--- src/rtl/ibex_rf_pkg.sv ---
// Shared types and constants for the register-file write-back queue.
package ibex_rf_pkg;

  localparam int unsigned RF_WB_DEPTH      = 2;
  localparam int unsigned RF_WB_DATA_WIDTH = 32;

  typedef struct packed {
    logic [4:0]                  waddr;
    logic [RF_WB_DATA_WIDTH-1:0] wdata;
  } wb_entry_t;

  // A write is worth queueing only if it targets a real register:
  // x0 is hardwired, and x16..x31 do not exist in RV32E.
  function automatic logic wb_enqueuable(input logic [4:0] waddr, input bit rv32e);
    return (waddr != 5'd0) && !(rv32e && waddr[4]);
  endfunction

endpackage

--- src/rtl/ibex_rf_wb_fifo.sv ---
// In-order write-back FIFO with two ordered push ports and one pop port.
module ibex_rf_wb_fifo
  import ibex_rf_pkg::*;
#(
  parameter type         entry_t = wb_entry_t,
  parameter int unsigned Depth   = RF_WB_DEPTH,
  localparam int unsigned PtrW   = (Depth > 1) ? $clog2(Depth) : 1,
  localparam int unsigned CntW   = $clog2(Depth + 1)
) (
  input  logic            clk_i,
  input  logic            rst_ni,
  input  logic            push0_i,
  input  entry_t          push0_data_i,
  input  logic            push1_i,
  input  entry_t          push1_data_i,
  input  logic            pop_i,
  output logic [CntW-1:0] count_o,
  output entry_t          head_o,
  output entry_t          entries_o [Depth],
  output logic [Depth-1:0] valid_o
);

  entry_t          mem_q [Depth];
  logic [PtrW-1:0] rptr_q;
  logic [PtrW-1:0] wptr_q;
  logic [PtrW-1:0] wptr_inc;
  logic [CntW-1:0] count_q;
  logic            pop_en;

  // Pointer advance modulo Depth; n never exceeds 2 and Depth >= 2,
  // so one conditional subtraction is enough.
  function automatic logic [PtrW-1:0] ptr_add(input logic [PtrW-1:0] p, input int unsigned n);
    int unsigned s;
    s = 32'(p) + n;
    if (s >= Depth) s = s - Depth;
    return PtrW'(s);
  endfunction

  assign pop_en   = pop_i && (count_q != '0);
  assign wptr_inc = ptr_add(wptr_q, 1);

  // Storage write; push1 lands behind push0 when both fire.
  always_ff @(posedge clk_i) begin
    if (push0_i) mem_q[wptr_q] <= push0_data_i;
    if (push1_i) mem_q[push0_i ? wptr_inc : wptr_q] <= push1_data_i;
  end

  // Pointer and occupancy tracking.
  always_ff @(posedge clk_i or negedge rst_ni) begin
    if (!rst_ni) begin
      rptr_q  <= '0;
      wptr_q  <= '0;
      count_q <= '0;
    end else begin
      rptr_q  <= ptr_add(rptr_q, 32'(pop_en));
      wptr_q  <= ptr_add(wptr_q, 32'(push0_i) + 32'(push1_i));
      count_q <= count_q + CntW'(push0_i) + CntW'(push1_i) - CntW'(pop_en);
    end
  end

  // Slot i is live when its distance from the read pointer is below count.
  always_comb begin
    valid_o = '0;
    for (int unsigned i = 0; i < Depth; i++) begin
      valid_o[i] = (((i + Depth - 32'(rptr_q)) % Depth) < 32'(count_q));
    end
  end

  assign entries_o = mem_q;
  assign head_o    = mem_q[rptr_q];
  assign count_o   = count_q;

endmodule

--- src/rtl/ibex_rf_wb_queue.sv ---
// Register-file write-back queue: arbitrates LSU/EX writes, filters
// non-existent destinations and flags reads that hit a queued write.
module ibex_rf_wb_queue
  import ibex_rf_pkg::*;
#(
  parameter bit          RV32E     = 1'b0,
  parameter int unsigned DataWidth = 32,
  parameter int unsigned Depth     = RF_WB_DEPTH
) (
  input  logic                 clk_i,
  input  logic                 rst_ni,
  input  logic                 ex_valid_i,
  input  logic [4:0]           ex_waddr_i,
  input  logic [DataWidth-1:0] ex_wdata_i,
  output logic                 ex_ready_o,
  input  logic                 lsu_valid_i,
  input  logic [4:0]           lsu_waddr_i,
  input  logic [DataWidth-1:0] lsu_wdata_i,
  output logic                 lsu_ready_o,
  output logic [4:0]           waddr_a_o,
  output logic [DataWidth-1:0] wdata_a_o,
  output logic                 we_a_o,
  input  logic [4:0]           raddr_a_i,
  input  logic [4:0]           raddr_b_i,
  output logic                 pending_a_o,
  output logic                 pending_b_o
);

  localparam int unsigned CntW = $clog2(Depth + 1);

  typedef struct packed {
    logic [4:0]           waddr;
    logic [DataWidth-1:0] wdata;
  } entry_t;

  logic [CntW-1:0]  count;
  logic [CntW:0]    free;
  logic             lsu_ok;
  logic             ex_ok;
  logic             lsu_push;
  logic             ex_push;
  entry_t           lsu_entry;
  entry_t           ex_entry;
  entry_t           head;
  entry_t           entries [Depth];
  logic [Depth-1:0] valid;

  assign lsu_ok = wb_enqueuable(lsu_waddr_i, RV32E);
  assign ex_ok  = wb_enqueuable(ex_waddr_i, RV32E);

  // The head always retires this cycle, so its slot counts as free.
  assign free = (CntW+1)'(Depth) - {1'b0, count} + {{CntW{1'b0}}, count != '0};

  assign lsu_ready_o = free >= (CntW+1)'(1);
  assign ex_ready_o  = free >= ((CntW+1)'(1) + (CntW+1)'(lsu_valid_i && lsu_ok));

  assign lsu_push  = lsu_valid_i && lsu_ready_o && lsu_ok;
  assign ex_push   = ex_valid_i && ex_ready_o && ex_ok;
  assign lsu_entry = '{waddr: lsu_waddr_i, wdata: lsu_wdata_i};
  assign ex_entry  = '{waddr: ex_waddr_i, wdata: ex_wdata_i};

  // LSU goes on push port 0 because it is the older instruction.
  ibex_rf_wb_fifo #(
    .entry_t (entry_t),
    .Depth   (Depth)
  ) u_fifo (
    .clk_i        (clk_i),
    .rst_ni       (rst_ni),
    .push0_i      (lsu_push),
    .push0_data_i (lsu_entry),
    .push1_i      (ex_push),
    .push1_data_i (ex_entry),
    .pop_i        (we_a_o),
    .count_o      (count),
    .head_o       (head),
    .entries_o    (entries),
    .valid_o      (valid)
  );

  assign we_a_o    = (count != '0);
  assign waddr_a_o = we_a_o ? head.waddr : '0;
  assign wdata_a_o = we_a_o ? head.wdata : '0;

  // Read-after-write hazard detection against every live queue slot.
  always_comb begin
    pending_a_o = 1'b0;
    pending_b_o = 1'b0;
    for (int unsigned i = 0; i < Depth; i++) begin
      if (valid[i] && (raddr_a_i != '0) && (entries[i].waddr == raddr_a_i)) pending_a_o = 1'b1;
      if (valid[i] && (raddr_b_i != '0) && (entries[i].waddr == raddr_b_i)) pending_b_o = 1'b1;
    end
  end

endmodule

--- config.mk ---
export PLATFORM = sky130hd
export DESIGN_NAME = ibex_rf_wb_queue
export DESIGN_NICKNAME = d
export VERILOG_FILES = /design/src/rtl/ibex_rf_pkg.sv /design/src/rtl/ibex_rf_wb_fifo.sv /design/src/rtl/ibex_rf_wb_queue.sv
export SDC_FILE = /design/constraint.sdc
export NUM_CORES = 1
export LEC_CHECK = 0
export CAP_MARGIN = 20
export CELL_PAD_IN_SITES_DETAIL_PLACEMENT = 1
export CELL_PAD_IN_SITES_GLOBAL_PLACEMENT = 1
export CORE_MARGIN = 2
export CORE_UTILIZATION = 35
export DETAILED_ROUTE_END_ITERATION = 12
export PLACE_DENSITY = 0.85
export SLEW_MARGIN = 15
export SYNTH_ARGS = -nofsm -noshare
export SYNTH_HDL_FRONTEND = slang
export SYNTH_HIERARCHICAL = 1
export SYNTH_SLANG_ARGS = --single-unit
--- constraint.sdc ---
create_clock -name clk_i -period 4.2 [get_ports clk_i]
set_clock_uncertainty 0.2 [all_clocks]
set_input_delay 0.42 -clock clk_i [delete_from_list [all_inputs] [get_ports clk_i]]
set_output_delay 0.42 -clock clk_i [all_outputs]
set_load 0.05 [all_outputs]
; After elaboration in Yosys (flattened, before gate mapping)
; Index checks and enable logic that the tools add are counted.
[classes]
addsub = 15
reduce_logical = 20
n_div = 0
shift = 0
n_lt_le_gt_ge = 12
bitwise = 3
n_eq_ne = 4
multipliers = 0
n_mux = 21
[op_table]
columns = op, n
row1 = $mux 37, 5
row2 = $bwmux 74, 2
row3 = $mux 74, 2
row4 = $demux 37 s1, 2
row5 = $ge 32x2->1 const B, 1
row6 = $mux 32, 1
row7 = $eq 5x5->1, 4
row8 = $reduce_bool 5->1, 4
row9 = $logic_and 1x1->1, 15
row10 = $ge 2x2->1 const B, 5
row11 = $mux 1, 8
row12 = $not 1->2, 3
row13 = $mux 5, 1
row14 = $add 1x1->2, 2
row15 = $add 2x1->2, 2
row16 = $lt 1x2->1, 2
row17 = $lt 2x1->1 const B, 2
row18 = $add 1x2->3, 1
row19 = $add 3x1->3, 1
row20 = $ge 3x1->1 const B, 1
row21 = $ge 3x2->1, 1
row22 = $sub 1x1->1 const B, 3
row23 = $sub 2x2->3 const A, 1
row24 = $add 1x1->2 const A, 1
row25 = other kinds (4), 5
[word_totals]
input_bits = 88
wordCells = 82
romBits = 0
mem_bits_rw = 0
out_inout_bits = 42
ff_bits = 78
mem_count = 0
latchBits = 0

; Depth between registers and ports, before layout
[depth]
ltp_word = 13
mapped_depth = 15
mapped_depth_nobuf = 12

; Cells and area by module
; The synthesis kept the hierarchy.
[by_module_without_submodules]
columns = mod, seq_area_each_um2, area_each_um2, n_inst, cells_per_inst
row1 = ibex_rf_wb_fifo, 1581.5, 4354.2, 1, 395
row2 = ibex_rf_wb_queue, 0.0, 631.9, 1, 91

; Worst setup path before layout
; OpenSTA, ideal clock, no wires.
[synth_timing]
path_kind = input port to flip-flop
from = in lsu_waddr_i[1]
to = reg u_fifo.count_q[1], in the netlist u_fifo/count_o[1]
arrival_time_ns = 3.606
required_time_ns = 3.870
path_stages = 15
n_path_buf = 3
setup_time_ns = 0.130
slack_ns = 0.264
cell_sequence = or4_4 o21ai_2 ha_1 nand2b_1 a211o_1 o311a_1 buf_6 buf_4 buf_2 inv_2 ha_1 inv_1 fa_1 xnor2_1 xnor2_1
[synth_between]
elab_chain_cells = 8
[synth_rtl]
columns = element, line_no
row1 = start: declaration, ibex_rf_wb_queue.sv:17  ; input logic [4:0] lsu_waddr_i,
row2 = $reduce_bool 5->1, ibex_rf_pkg.sv:15  ; return (waddr != 5'd0) && !(rv32e && waddr[4]);
row3 = $logic_and 1x1->1, ibex_rf_wb_queue.sv:55  ; assign ex_ready_o = free >= ((CntW+1)'(1) + (CntW+1)'(lsu_valid_i && lsu_ok));
row4 = $add 1x1->2, ibex_rf_wb_queue.sv:55
row5 = $ge 3x2->1, ibex_rf_wb_queue.sv:55
row6 = via ex_ready_o, ibex_rf_wb_queue.sv:15  ; output logic ex_ready_o,
row7 = $logic_and 1x1->1 (2 in a row), ibex_rf_wb_queue.sv:58  ; assign ex_push = ex_valid_i && ex_ready_o && ex_ok;
row8 = via ex_push, ibex_rf_wb_queue.sv:41  ; logic ex_push;
row9 = $add 2x1->2, ibex_rf_wb_fifo.sv:57  ; count_q <= count_q + CntW'(push0_i) + CntW'(push1_i) - CntW'(pop_en);
row10 = $sub 2x1->2, ibex_rf_wb_fifo.sv:57
row11 = end signal: assignment, ibex_rf_wb_fifo.sv:57
row12 = end: declaration, ibex_rf_wb_fifo.sv:27  ; logic [CntW-1:0] count_q;
; The timed path passes the listed nets, and every way through them passes these cells.

; Worst setup path in the final report
[layout_timing]
from = in lsu_waddr_i[1]
to = reg u_fifo.mem_q (netlist bit u_fifo/entries_o[26])
[layout_lines]
columns = element, line_no
row1 = $reduce_bool 5->1, ibex_rf_pkg.sv:15
row2 = $logic_and 1x1->1, ibex_rf_wb_queue.sv:55
row3 = $add 1x1->2, ibex_rf_wb_queue.sv:55
row4 = $ge 3x2->1, ibex_rf_wb_queue.sv:55
row5 = $logic_and 1x1->1 (2 in a row), ibex_rf_wb_queue.sv:58
row6 = via ex_push, ibex_rf_wb_queue.sv:41
row7 = $mux 74, ibex_rf_wb_fifo.sv:45  ; if (push1_i) mem_q[push0_i ? wptr_inc : wptr_q] <= push1_data_i;
row8 = end signal: indexed assignment, ibex_rf_wb_fifo.sv:44  ; if (push0_i) mem_q[wptr_q] <= push0_data_i;
row9 = end signal: indexed assignment, ibex_rf_wb_fifo.sv:45
row10 = end: declaration, ibex_rf_wb_fifo.sv:23  ; entry_t mem_q [Depth];
; The timed path passes the listed nets, and every way through them passes these cells.

==> results.md <==
* Yosys top cell area share at 29.7%
* Final setup TNS at 0 ns
* Cells after DPL at 761
* CP Launch Type: input pin
* 1st-iter DRT viols at 155
* Clock net sink count at 78
* WL per Instance at 19.9 um
* Busiest grt layer: met2
* Max-Cap Viols at 0
* Fin nets at 685
* Cell Area, Synth at 4990 um2
* Layout area overhead at 33.0%
* Resized cells post-CTS at 0
* HPWL after DPL at 10.5 mm
* Maximum vdd drop at 0.000387 V
* RR Endpoint: u_fifo/entries_o[26]
* Layout cells sized above 1 at 13.9%
* Hold buffers post-CTS at 0
* Vias in the first global route at 4769
* Met3 GRT Util at 2.81%
* Seq cells post-synth at 78
* Status: completed
* Clk pwr share at 11.8%
* Core Footprint at 13900 um2
* Most frequent cells in the layout: clkdlybuf4s50_1, dfxtp_1, mux2_2
* P_leak at 2.24 nW
* DIE AREA at 15200 um2
* Die Y at 123 um
* Vias per inst at 5.43
* Port buffer count at 129
* Final hold vios at 0
* First-pass GRT wire length at 24.4 mm
* Max_slew headroom at 37.5%
* Launch point of the worst reg-to-reg path: u_fifo/count_o[0]
* Final setup viols at 0
* Met2 Resource Use GR at 38.3%
* Syn nets at 579
* PwrDens at 1000 nW/um2
* Worst reg2reg setup slack at 1.06 ns
* Synthesized area per cell at 10.3 um2
* Total CTS buffers at 9
* I/O pin count at 130
* Reg2Reg Depth at 8
* Total global routing overflow at 0
* Post-synth cell types at 37
* DRT Pass-1 Iters at 4
* Seq/Total Area, Yosys at 31.7%
* Post-layout instance area at 6630 um2
* Clock Tree Buf Depth at 2
* Pint at 3.48 mW
* Reg power frac at 23.0%
* Synth warn at 6
* Fmax achieved at 0.272 GHz
* Clock transition at the registers of the reported paths at 0.06 ns
* Routed Wire Length at 15.5 mm
* Diodes inserted at 0
* Root Buffer: clkbuf_16
* H-tree level count at 3
* Largest net degree at the start of global routing at 45
* Worst slew pin tran at 0.937 ns
* Setup crit end kind: flop
* Fin crit share at 87.6%
* Drc violations at 0
* Switching portion of total power at 47.7%
* Critical path arrival at 3.69 ns
* Max Slew Vio Count at 0
* Psw at 3.17 mW
* FP Rows at 43
* ANT nets after route at 0
* Critical Path RT at 4.21 ns
* GP Congestion at 0.835
* Met1 Track Usage GR at 24.4%
* Hold WC Path Type: in -> async
* Crit Path Max Fanout at 37
* Post-synth top area cell: dfxtp_1
* Global-route usage over all layers at 20.6%
* Layout Cells excl Fill at 777
* Synth top area cells: dfxtp_1, mux2_2, o221a_1
* Antenna violations before repair at 0
* RSZ-0062 raised after global routing: false
* Post-Syn Instances at 486
* Skew-Pair Late Insertion Delay at 0.33 ns
* Comb pwr share at 65.2%
* Most common cell after layout, fill and taps aside: clkdlybuf4s50_1
* Placed Area at 6330 um2
* CTS tree: built
* Post-CTS Setup Bufs at 0
* Die Width at 123 um
* Initial Util at 35.9%
* Fin crit period at 3.68 ns
* DR vias at 4218
* CP Class: in -> reg
## per-layer routing
| metal | up-vias | wire length (um) |
|---|---|---|
| li1 | 2012 | - |
| met1 | 2103 | 6650 |
| met3 | 14 | 524 |
| met2 | 89 | 8160 |
| met5 | - | 0 |
| met4 | 0 | 131 |
## cell families (layout without fill, tap and decap cells)
logic type / count (synthesis) / after routing / synth area share, %
AND/OR/NAND/NOR: 131 / 131 / 17.3
flip-flops: 78 / 78 / 31.7
AO/OA/AOI/OAI: 120 / 120 / 21.8
multiplexers: 74 / 74 / 16.7
XOR/XNOR: 25 / 25 / 4.39
adder cells (fa/ha/maj): 7 / 7 / 1.86
buffers and inverters: 50 / 161 / 6.10
other: 1 / 1 / 0.0752
## flip-flops by register name, summed over array words and instances, names as in the netlist
name	cells
u_fifo/count_o	2
u_fifo/entries_o	74
u_fifo/rptr_q	1
u_fifo/wptr_q	1
## stage by stage
stage	hold WS [ns]	total power, mW	worst slack (ns)	util [%]
finish	0.0961	6.65	0.521	47.8
global route	0.0945	7.03	0.387	47.8
CTS	0.0887	6.71	0.517	47.8
detailed placement	0.316	5.89	0.214	45.6
global placement	0.307	5.73	0.286	45.6
floorplan	-0.0756	4.65	0.264	-
## worst max-delay path: stages
cell and delay [ns]:
clkdlybuf4s50_1 0.42, or4_4 0.54, o21ai_2 0.24, ha_1 0.27, nand2b_1 0.14, a211o_1 0.31, o311a_2 0.20, maj3_2 0.66
o22a_1 0.35, o21a_1 0.12
## power groups by stage
stage                     clock (mW)  sequential (mW)  combinational [mW]
after floorplan                    0             1.34                3.31
after global placement             0             1.51                4.23
after detailed placement           0             1.54                4.34
after CTS                      0.806             1.53                4.37
after global routing           0.836             1.59                4.61
final                          0.784             1.53                4.33
## Yosys cell counts, drive strengths merged
library cell	count
xor2	16
a21o	2
a211o	1
nand3	4
clkbuf	19
and2	1
nor2	3
inv	6
mux2	74
o21ai	1
nand2b	40
conb	1
xnor2	9
or3	1
o311a	1
o221a	37
nand2	1
dfxtp	74
nor4	4
buf	25
ha	4
or4	3
maj3	2
o21a	38
nor2b	37
a21oi	3
fa	1
dfrtp	4
o22a	37
nand3b	37
## final cells by class
type | instances | area [um2]
well taps | 180 | 225
flip-flops and latches | 78 | 1580
clock buffers | 13 | 260
multi-input cells | 358 | 3120
inverters | 6 | 22.5
clock inverters | 3 | 42.5
fillers | 1542 | 7250
repair buffers | 139 | 1380
## worst max path at each step
stage                     slack [ns]  depth (start not counted)           start              endpoint
after global routing            0.39                         10  lsu_waddr_i[1]  u_fifo/entries_o[26]
after global placement          0.29                         10  lsu_waddr_i[0]  u_fifo/entries_o[28]
after detailed placement        0.21                         10  lsu_waddr_i[0]   u_fifo/entries_o[0]
final                           0.52                         10  lsu_waddr_i[1]  u_fifo/entries_o[26]
after CTS                       0.52                          7  lsu_waddr_i[1]            ex_ready_o
after floorplan                 0.26                         15  lsu_waddr_i[1]     u_fifo/count_o[1]
Note: power is estimated with default switching activity, not from simulation.
